--- config.mk ---
export PLATFORM = sky130hd
export DESIGN_NAME = spi_unlock_controller
export DESIGN_NICKNAME = d
export VERILOG_FILES = /design/src/rtl/spi_ctrl_pkg.sv /design/src/rtl/spi_byte_receiver.sv /design/src/rtl/spi_unlock_controller.sv
export SDC_FILE = /design/constraint.sdc
export NUM_CORES = 1
export LEC_CHECK = 0
export ABC_AREA = 1
export CORE_MARGIN = 5
export CORE_UTILIZATION = 61
export DETAILED_ROUTE_END_ITERATION = 8
export PLACE_DENSITY = 0.84
export SLEW_MARGIN = 20
export SYNTH_ARGS = -nofsm -noshare
export SYNTH_HDL_FRONTEND = slang
export SYNTH_SLANG_ARGS = --single-unit
--- constraint.sdc ---
create_clock -name clk -period 5.4 [get_ports clk]
set_clock_uncertainty 0.2 [all_clocks]
set_input_delay 0.54 -clock clk [delete_from_list [all_inputs] [get_ports clk]]
set_output_delay 0.54 -clock clk [all_outputs]
set_load 0.1 [all_outputs]
--- src/rtl/spi_ctrl_pkg.sv ---
// Shared definitions for the SPI unlock session controller: session states,
// byte-format constants and the saturating counter helper.
package spi_ctrl_pkg;

  localparam int         BYTE_W     = 8;
  localparam int         WRITE_FLAG = 7;
  localparam logic [7:0] TERMINATOR = 8'h00;

  typedef enum logic [1:0] {
    ST_ARMED = 2'd0,
    ST_ADDR  = 2'd1,
    ST_DATA  = 2'd2,
    ST_WRITE = 2'd3
  } state_t;

  function automatic logic [7:0] sat_inc8(input logic [7:0] v);
    return (v == 8'hFF) ? v : v + 8'd1;
  endfunction

endpackage

--- src/rtl/spi_byte_receiver.sv ---
// Rising-edge detector on the (already synchronous) sclk plus an MSB-first
// shift register that flags each completed byte in the cycle of its 8th rise.
module spi_byte_receiver
  import spi_ctrl_pkg::*;
(
  input  logic              i_clk,
  input  logic              i_rst_n,
  input  logic              i_sin,
  input  logic              i_sclk,
  input  logic              i_clr,
  output logic              o_rise,
  output logic              o_byte_valid,
  output logic [BYTE_W-1:0] o_byte
);

  logic              r_sclk_q;
  logic [BYTE_W-2:0] r_shreg;
  logic [2:0]        r_bitcnt;

  assign o_rise       = i_sclk & ~r_sclk_q;
  assign o_byte_valid = o_rise & ~i_clr & (r_bitcnt == 3'd7);
  assign o_byte       = {r_shreg, i_sin};

  // Clear wins over a coincident rise so a new session always starts on bit 0.
  always_ff @(posedge i_clk or negedge i_rst_n) begin
    if (!i_rst_n) begin
      r_sclk_q <= 1'b0;
      r_shreg  <= '0;
      r_bitcnt <= 3'd0;
    end else begin
      r_sclk_q <= i_sclk;
      if (i_clr) begin
        r_bitcnt <= 3'd0;
      end else if (o_rise) begin
        r_shreg  <= o_byte[BYTE_W-2:0];
        r_bitcnt <= r_bitcnt + 3'd1;
      end
    end
  end

endmodule

--- src/rtl/spi_unlock_controller.sv ---
// Session controller: opens on a detector match, turns [addr][data] byte pairs
// into one-cycle register writes, and re-arms the detector when the session ends.
module spi_unlock_controller
  import spi_ctrl_pkg::*;
#(
  parameter int IDLE_TIMEOUT = 10000,
  parameter int MAX_WRITES   = 64,
  parameter int ADDR_W       = 7
) (
  input  logic              clk,
  input  logic              rst,
  input  logic              sin,
  input  logic              sclk,
  input  logic              match,
  output logic              det_rst,
  output logic              session,
  output logic              reg_wr_en,
  output logic [ADDR_W-1:0] reg_addr,
  output logic [7:0]        reg_wdata,
  output logic [7:0]        unlock_count
);

  localparam int TMO_W  = $clog2(IDLE_TIMEOUT + 1);
  localparam int WCNT_W = $clog2(MAX_WRITES + 1);

  state_t            r_state, w_next;
  logic [TMO_W-1:0]  r_tmo;
  logic [WCNT_W-1:0] r_wcnt;
  logic [7:0]        r_unlock;
  logic [ADDR_W-1:0] r_addr_pend;

  logic              w_clr, w_rise, w_byte_valid, w_expire, w_last_write;
  logic [BYTE_W-1:0] w_byte;

  spi_byte_receiver u_rx (
    .i_clk        (clk),
    .i_rst_n      (rst),
    .i_sin        (sin),
    .i_sclk       (sclk),
    .i_clr        (w_clr),
    .o_rise       (w_rise),
    .o_byte_valid (w_byte_valid),
    .o_byte       (w_byte)
  );

  assign w_clr        = (r_state == ST_ARMED);
  // Abort edge lands IDLE_TIMEOUT cycles after the last rise cycle; a rise always reloads instead.
  assign w_expire     = (r_state != ST_ARMED) && !w_rise && (r_tmo <= TMO_W'(2));
  assign w_last_write = (r_wcnt == WCNT_W'(MAX_WRITES - 1));
  assign unlock_count = r_unlock;

  always_ff @(posedge clk or negedge rst) begin
    if (!rst) r_state <= ST_ARMED;
    else      r_state <= w_next;
  end

  always_comb begin
    w_next = r_state;
    case (r_state)
      ST_ARMED: if (match) w_next = ST_ADDR;
      ST_ADDR: begin
        if (w_byte_valid) begin
          if (w_byte == TERMINATOR)     w_next = ST_ARMED;
          else if (w_byte[WRITE_FLAG])  w_next = ST_DATA;
        end else if (w_expire) begin
          w_next = ST_ARMED;
        end
      end
      ST_DATA: begin
        if (w_byte_valid)  w_next = ST_WRITE;
        else if (w_expire) w_next = ST_ARMED;
      end
      ST_WRITE: w_next = (w_last_write || w_expire) ? ST_ARMED : ST_ADDR;
      default:  w_next = ST_ARMED;
    endcase
  end

  always_comb begin
    session   = (r_state != ST_ARMED);
    det_rst   = ~rst | session;
    reg_wr_en = (r_state == ST_WRITE);
  end

  always_ff @(posedge clk or negedge rst) begin
    if (!rst) begin
      r_tmo       <= '0;
      r_wcnt      <= '0;
      r_unlock    <= 8'd0;
      r_addr_pend <= '0;
      reg_addr    <= '0;
      reg_wdata   <= 8'd0;
    end else begin
      if (r_state == ST_ARMED) begin
        if (match) begin
          r_wcnt   <= '0;
          r_tmo    <= TMO_W'(IDLE_TIMEOUT);
          r_unlock <= sat_inc8(r_unlock);
        end
      end else if (w_rise) begin
        r_tmo <= TMO_W'(IDLE_TIMEOUT);
      end else begin
        r_tmo <= r_tmo - TMO_W'(1);
      end
      if (r_state == ST_ADDR && w_byte_valid && w_byte[WRITE_FLAG])
        r_addr_pend <= w_byte[ADDR_W-1:0];
      // Outputs change only on entry to WRITE so they hold between strobes.
      if (r_state == ST_DATA && w_byte_valid) begin
        reg_addr  <= r_addr_pend;
        reg_wdata <= w_byte;
      end
      if (r_state == ST_WRITE)
        r_wcnt <= r_wcnt + WCNT_W'(1);
    end
  end

endmodule

# ---- After elaboration in Yosys (flattened, before gate mapping)
# Cells that the tools add are included.
dict set report classes {
  n_reduce_logical 17
  bitwise_logic 8
  magnitude_cmp 1
  n_eq_ne 8
  muxes 16
  n_addsub 4
}
# op count
set op_table {}
lappend op_table {{14-bit two-way mux} 3}
lappend op_table {{7-bit two-way mux} 3}
lappend op_table {{14-bit by 2-bit less-or-equal comparator with 1-bit output, second input constant} 1}
lappend op_table {{14-bit by 1-bit subtractor with 14-bit output, second input constant} 1}
lappend op_table {{2-bit two-way mux} 6}
lappend op_table {{8-bit by 1-bit adder with 8-bit output, second input constant} 1}
lappend op_table {{8-bit == test, second input constant} 1}
lappend op_table {{8-bit zero test} 1}
lappend op_table {{2-bit one-hot mux with 4 select lines} 1}
lappend op_table {{2-bit nonzero test} 4}
lappend op_table {{7-bit by 1-bit adder with 7-bit output, second input constant} 1}
lappend op_table {{7-bit by 6-bit == test with 1-bit output, second input constant} 1}
lappend op_table {{3-bit two-way mux} 2}
lappend op_table {{2-bit AND reduction} 3}
lappend op_table {{1-bit logical AND} 5}
lappend op_table {{2-bit == test, second input constant} 2}
lappend op_table {{4-bit by 3-bit inequality test with 1-bit output, second input constant} 1}
lappend op_table {{1-bit inverter} 4}
lappend op_table {{3-bit by 1-bit adder with 3-bit output, second input constant} 1}
lappend op_table {{1-bit bitwise AND} 3}
lappend op_table {{3-bit == test, second input constant} 1}
lappend op_table {{3-bit AND reduction} 1}
lappend op_table {{2-bit by 1-bit == test with 1-bit output, second input constant} 1}
lappend op_table {{2-bit zero test} 1}
lappend op_table {{5 further kinds} 5}
dict set report word_totals {
  word_cells 64
  inputBits 5
  out_inout_bits 26
  register_bits 64
}

# ---- Logic depth before layout (Yosys ltp)
dict set report logic_depth {
  depth_word 8
  depth_mapped 10
  mapped_depth_nobuf 10
}

# ---- Hierarchy
# From an unflattened synthesis, not the netlist that was laid out.
dict set report unflattened {
  hier_cells 374
  hier_area_um2 3214.3
}
# module area_per_inst_um2 n_inst cells_each seq_area_each_um2
set by_module_without_submodules {}
lappend by_module_without_submodules {spi_unlock_controller 2710.1 1 319 1326.3}
lappend by_module_without_submodules {spi_byte_receiver 504.2 1 55 275.3}

# ---- Least setup slack after synthesis
# OpenSTA, ideal clock, no wires.
dict set report synth_path {
  path_kind {reg2reg}
  from {reg r_state[0]}
  to {reg r_wcnt[4]}
  synth_period_minus_slack_ns 2.353
  stages_incl_launch_ff 7
  required_ns 5.074
  n_path_buf 0
  t_arrival_ns 2.027
  setup_slack_ns 3.047
  setup_ns 0.126
  path_cell_list {dfrtp_1 > ha_1 > o21ai_2 > nor3_1 > nand2_1 > o22ai_1 > a21oi_1}
}
dict set report synth_via {
  elab_chain_cells 3
  word_cells_on_any_way 6
  classes_between {1 x eq/ne; 1 x mux; 4 x reduce/logical}
}
# item line
set synth_lines {}
lappend synth_lines {{start, declared} spi_unlock_controller.sv:26} ;# state_t r_state, w_next;
lappend synth_lines {{start signal, assigned} spi_unlock_controller.sv:54} ;# else r_state <= w_next;
lappend synth_lines {{2-bit == test *} --}
lappend synth_lines {{named net reg_wr_en} spi_unlock_controller.sv:17} ;# output logic reg_wr_en,
lappend synth_lines {{2-bit nonzero test (no source line)} --}
lappend synth_lines {{2-bit AND reduction (no source line)} --}
lappend synth_lines {{end signal, assigned} spi_unlock_controller.sv:112} ;# r_wcnt <= r_wcnt + WCNT_W'(1);
lappend synth_lines {{end, declared} spi_unlock_controller.sv:28} ;# logic [WCNT_W-1:0] r_wcnt;
# The timed path passes the listed nets; every way through them passes the cells marked *.
# A chain may end at the register's enable or synchronous reset.

# ---- Final worst setup path
dict set report layout_path {
  from {reg r_state[0]}
  to {out session}
}
dict set report layout_via {
  elab_chain_cells 1
}
# item line
set layout_lines {}
lappend layout_lines {{2-bit nonzero test} spi_unlock_controller.sv:79} ;# session = (r_state != ST_ARMED);
lappend layout_lines {{end, declared} spi_unlock_controller.sv:16} ;# output logic session,
# Every way passes these cells.

==> impl_summary.md <==
Outcome
The run finished with clean final reports.

GRT
The global route total overflow is 0. The largest net degree at the start of global routing is 65. The first global-routing pass estimated 11.2 mm of wire. In the global route stage, overall resource usage came out at 22.2%. The number of antenna violations at the first check in global routing is 0.

The number of global-route vias before repair came to 2499.

Power and ir drop
VDD sags by at most 0.258 mV. The total power after layout is 1.68 mW. Dividing total power by cell area gives a power density of 447 nW/µm². In this run the static leakage power is 1.82 nW.

Detailed routing
The wire length on met3 is 244 µm. The detail route stage leaves a number of antenna-violating nets equal to 0. The number of remaining DRC errors is 0. The first-iteration detailed-routing DRC count is 147. For this block, wires on met1 add up to 2.72 mm. After detailed routing, no signal wire sits above met4. The number of iterations in the first detailed-routing pass is 4. The total met2 wirelength after detailed routing is 3.16 mm. The post-detailed-routing wire length is 6.27 mm. After detailed routing, the average wire length per cell comes to 13.4 µm. The via total after detailed routing is 2454. After detailed routing, the number of vias per cell comes to 5.23.

STA
The total count of hold-check failures in the final report is 0. The peak clock frequency supported by timing is 317 MHz. The final count of pins violating max slew is 0. Setup violations remaining at the end of the flow were counted as 0.

Setup repair after global routing left no endpoint under its margin. The hold slack is 0.228 ns. At the pin with the least slew margin, the transition time is 0.995 ns. The final worst-path cycle share is 58.5%. Adding up every negative setup slack in the final design gives 0 ns. The worst relative slew slack is 33.5%. The worst path needs 3.16 ns of the cycle, external delays included.

Synth
The biggest area contributor in the post-synthesis netlist is sky130_fd_sc_hd__dfrtp_1. The primary flip-flop cell chosen by synthesis mapping is sky130_fd_sc_hd__dfrtp_1. The average instance area after synthesis is 8.97 µm². The synthesized netlist occupies a cell area of 3200 µm². The number of different library cells used by synthesis comes to 32. Synthesis handed over a netlist of 357 instances.

The top cell type by area accounts for 50.0% of the synthesized area. The register area share after synthesis is 50.0%. The warning count from the yosys run is 0. In this run, synthesis produced a sequential element count of 64. By area the synthesized netlist is led by sky130_fd_sc_hd__dfrtp_1 (50%), sky130_fd_sc_hd__nand2_1 (11%), sky130_fd_sc_hd__inv_1 (4.2%).

Yosys mapped a number of flops with a built-in enable equal to 0. Counting flops with an async set or reset pin after synthesis yields a share of 100%. The net count after synthesis is 372.

Clock network
Hold repair after CTS inserted 0 buffers. The latest clock arrival within the worst-skew pair is 0.34 ns. The total setup buffers inserted after CTS is 0. The clock-pin transition on the worst setup and hold timing paths is 0.07 ns. The clock sink count is 64. The maximum clock insertion buffer count is 2. The post-CTS resize count is 0. The number of buffers created by CTS is 9. The number of H-tree levels is 3.

The CTS root buffer is sky130_fd_sc_hd__clkbuf_8. The TritonCTS clock tree is done.

Floorplan
The x dimension of the die is 82.5 µm. The total I/O pin count is 31. The full die area is 6800 µm².

Measured along the y axis, the die boundary spans 82.5 µm. The total area inside the core boundary comes to 5110 µm². The floorplan has 26 rows. The effective utilization at floorplan is 62.7%.

Layout
The net count of the finished layout is 409. The library cell used most frequently in the layout, excluding fill and tap cells, is sky130_fd_sc_hd__nand2_1. The share of cells above drive strength 1 is 16.0%. After the flow finishes, the layout carries non-filler instances totaling 469. In the final layout, the multi-input gates occupy 1390 µm². The fill cell instance count of the final layout is 389. The library cells used most frequently in the layout, excluding fill and tap cells, are sky130_fd_sc_hd__nand2_1 (92), sky130_fd_sc_hd__dfrtp_1 (64), sky130_fd_sc_hd__inv_1 (36).

Relative to the synthesized area, the layout overhead comes to 17.3%. Summing all flip-flop and latch instances after layout gives 1600 µm². The post-layout utilization of the core is 73.6%. The number of diodes is 0.

Setup path
Data on the critical path arrives at its endpoint at 2.42 ns. The slowest cell on the critical path is sky130_fd_sc_hd__clkdlybuf4s50_1. The path length in cells of the critical path is 4. The endpoint identified for the worst register-to-register timing path is r_state[1]. The worst setup path is launched from a flop.

The count of cells along the worst register-to-register path is 8. Broken down by cell family, the worst path's largest delay share belongs to buffers and inverters. The required time reported for the critical path endpoint is 4.66 ns.

Along the worst path, the maximum fanout reaches 5. The startpoint of the worst register-to-register path is r_state[0]. The type of the worst setup path is reg -> out. The critical path goes through inv_1 -> ha_1 -> inv_4 -> clkdlybuf4s50_1. The delay contributed by the slowest stage of the critical path is 1.16 ns. STA classifies the critical path endpoint as an output port. The setup check on the worst reg-to-reg path leaves a slack of 3.45 ns. The critical path ends at session. The most critical setup path has its startpoint at r_state[0]. Counting both buffers and inverters, the worst setup path holds a total of 3.

Run
The max-cap violation count is 0.

Place
The half-perimeter wire length after placement is 4.43 mm. At the end of routability-driven placement, the weighted congestion stood at 0.806. Port buffering added 30 buffers. The number of placed instances, taps included, is 453.

Min path
The type of the worst min-delay path is in -> async.
layer usage:
layer  vias up  global-route usage, %
met3        14                   4.34
met5         -                      0
met1      1165                   26.7
met4         0                   12.6
li1       1219                      -
met2        56                   37.0
where the power goes:
group | switching, mW | internal (mW)
Clock | 0.183 | 0.238
Sequential | 0.0738 | 0.559
Combinational | 0.455 | 0.170
worst register-to-register path: cells and delay by family, from the launching register on:
| family | cells | cell delay [ns] |
|---|---|---|
| fa+ha+maj | 1 | 0.28 |
| buf+inv | 1 | 0.09 |
| flops | 1 | 0.41 |
| simple gates | 6 | 0.87 |
how the worst min path moves through the flow:
stage | startpoint | to | slack [ns] | depth (start not counted)
CTS | rst | r_tmo[3] | 0.26 | 2
global route | reg_addr[3] | reg_addr[3] | 0.29 | 2
global placement | reg_addr[2] | reg_addr[2] | 0.25 | 2
floorplan | rst | r_addr_pend[0] | 0.04 | 0
detailed placement | reg_addr[2] | reg_addr[2] | 0.26 | 2
finish | rst | r_tmo[3] | 0.23 | 2
cell usage after synthesis, types with 3 or more instances:
cell / count
sky130_fd_sc_hd__nor2_2: 4
sky130_fd_sc_hd__o21ai_1: 4
sky130_fd_sc_hd__nand3_1: 20
sky130_fd_sc_hd__nor2_4: 3
sky130_fd_sc_hd__xor2_1: 7
sky130_fd_sc_hd__nor3_1: 6
sky130_fd_sc_hd__nand2_1: 92
sky130_fd_sc_hd__dfrtp_1: 64
sky130_fd_sc_hd__buf_6: 3
sky130_fd_sc_hd__nand2_2: 8
sky130_fd_sc_hd__ha_1: 10
sky130_fd_sc_hd__nand3b_1: 3
sky130_fd_sc_hd__inv_1: 36
sky130_fd_sc_hd__o21ai_2: 15
sky130_fd_sc_hd__o22ai_1: 6
sky130_fd_sc_hd__inv_2: 4
sky130_fd_sc_hd__inv_4: 3
sky130_fd_sc_hd__nor2_1: 29
sky130_fd_sc_hd__a21oi_1: 7
sky130_fd_sc_hd__o21ai_0: 14
cell families (layout without fill, tap and decap cells):
group                      count (synthesis)  after routing  synth area share [%]
xor gates and xnor gates                   9              9                  2.46
DFF                                       64             64                  50.0
buffers and inverters                     48             90                  6.64
adders and majority gates                 10             10                  3.91
and+or+nand+nor                          177            177                  27.0
AOI/OAI and AO/OA                         49             49                  9.96
cell type report:
class                   instances  share of cell area (%)
well taps                      70                    2.33
multi-input cells             245                    37.0
flip-flops and latches         64                    42.6
clock inverters                 4                    1.40
repair buffers                 31                    8.06
inverters                      43                    4.50
clock buffers                  12                    4.13
sequential cells by signal, summed over array words and instances (netlist names):
register	count
r_addr_pend	7
r_state	2
r_tmo	14
r_wcnt	7
reg_addr	7
reg_wdata	8
u_rx.r_bitcnt	3
u_rx.r_sclk_q	1
u_rx.r_shreg	7
unlock_count	8
stage by stage:
step                instance area (µm²)  setup slack (ns)
floorplan                          3200              3.05
global placement                   3550              2.65
detailed placement                 3550              2.58
CTS                                3760              2.20
global route                       3760              2.14
finish                             3760              2.24
No activity file was read; power rests on OpenSTA's default activity.
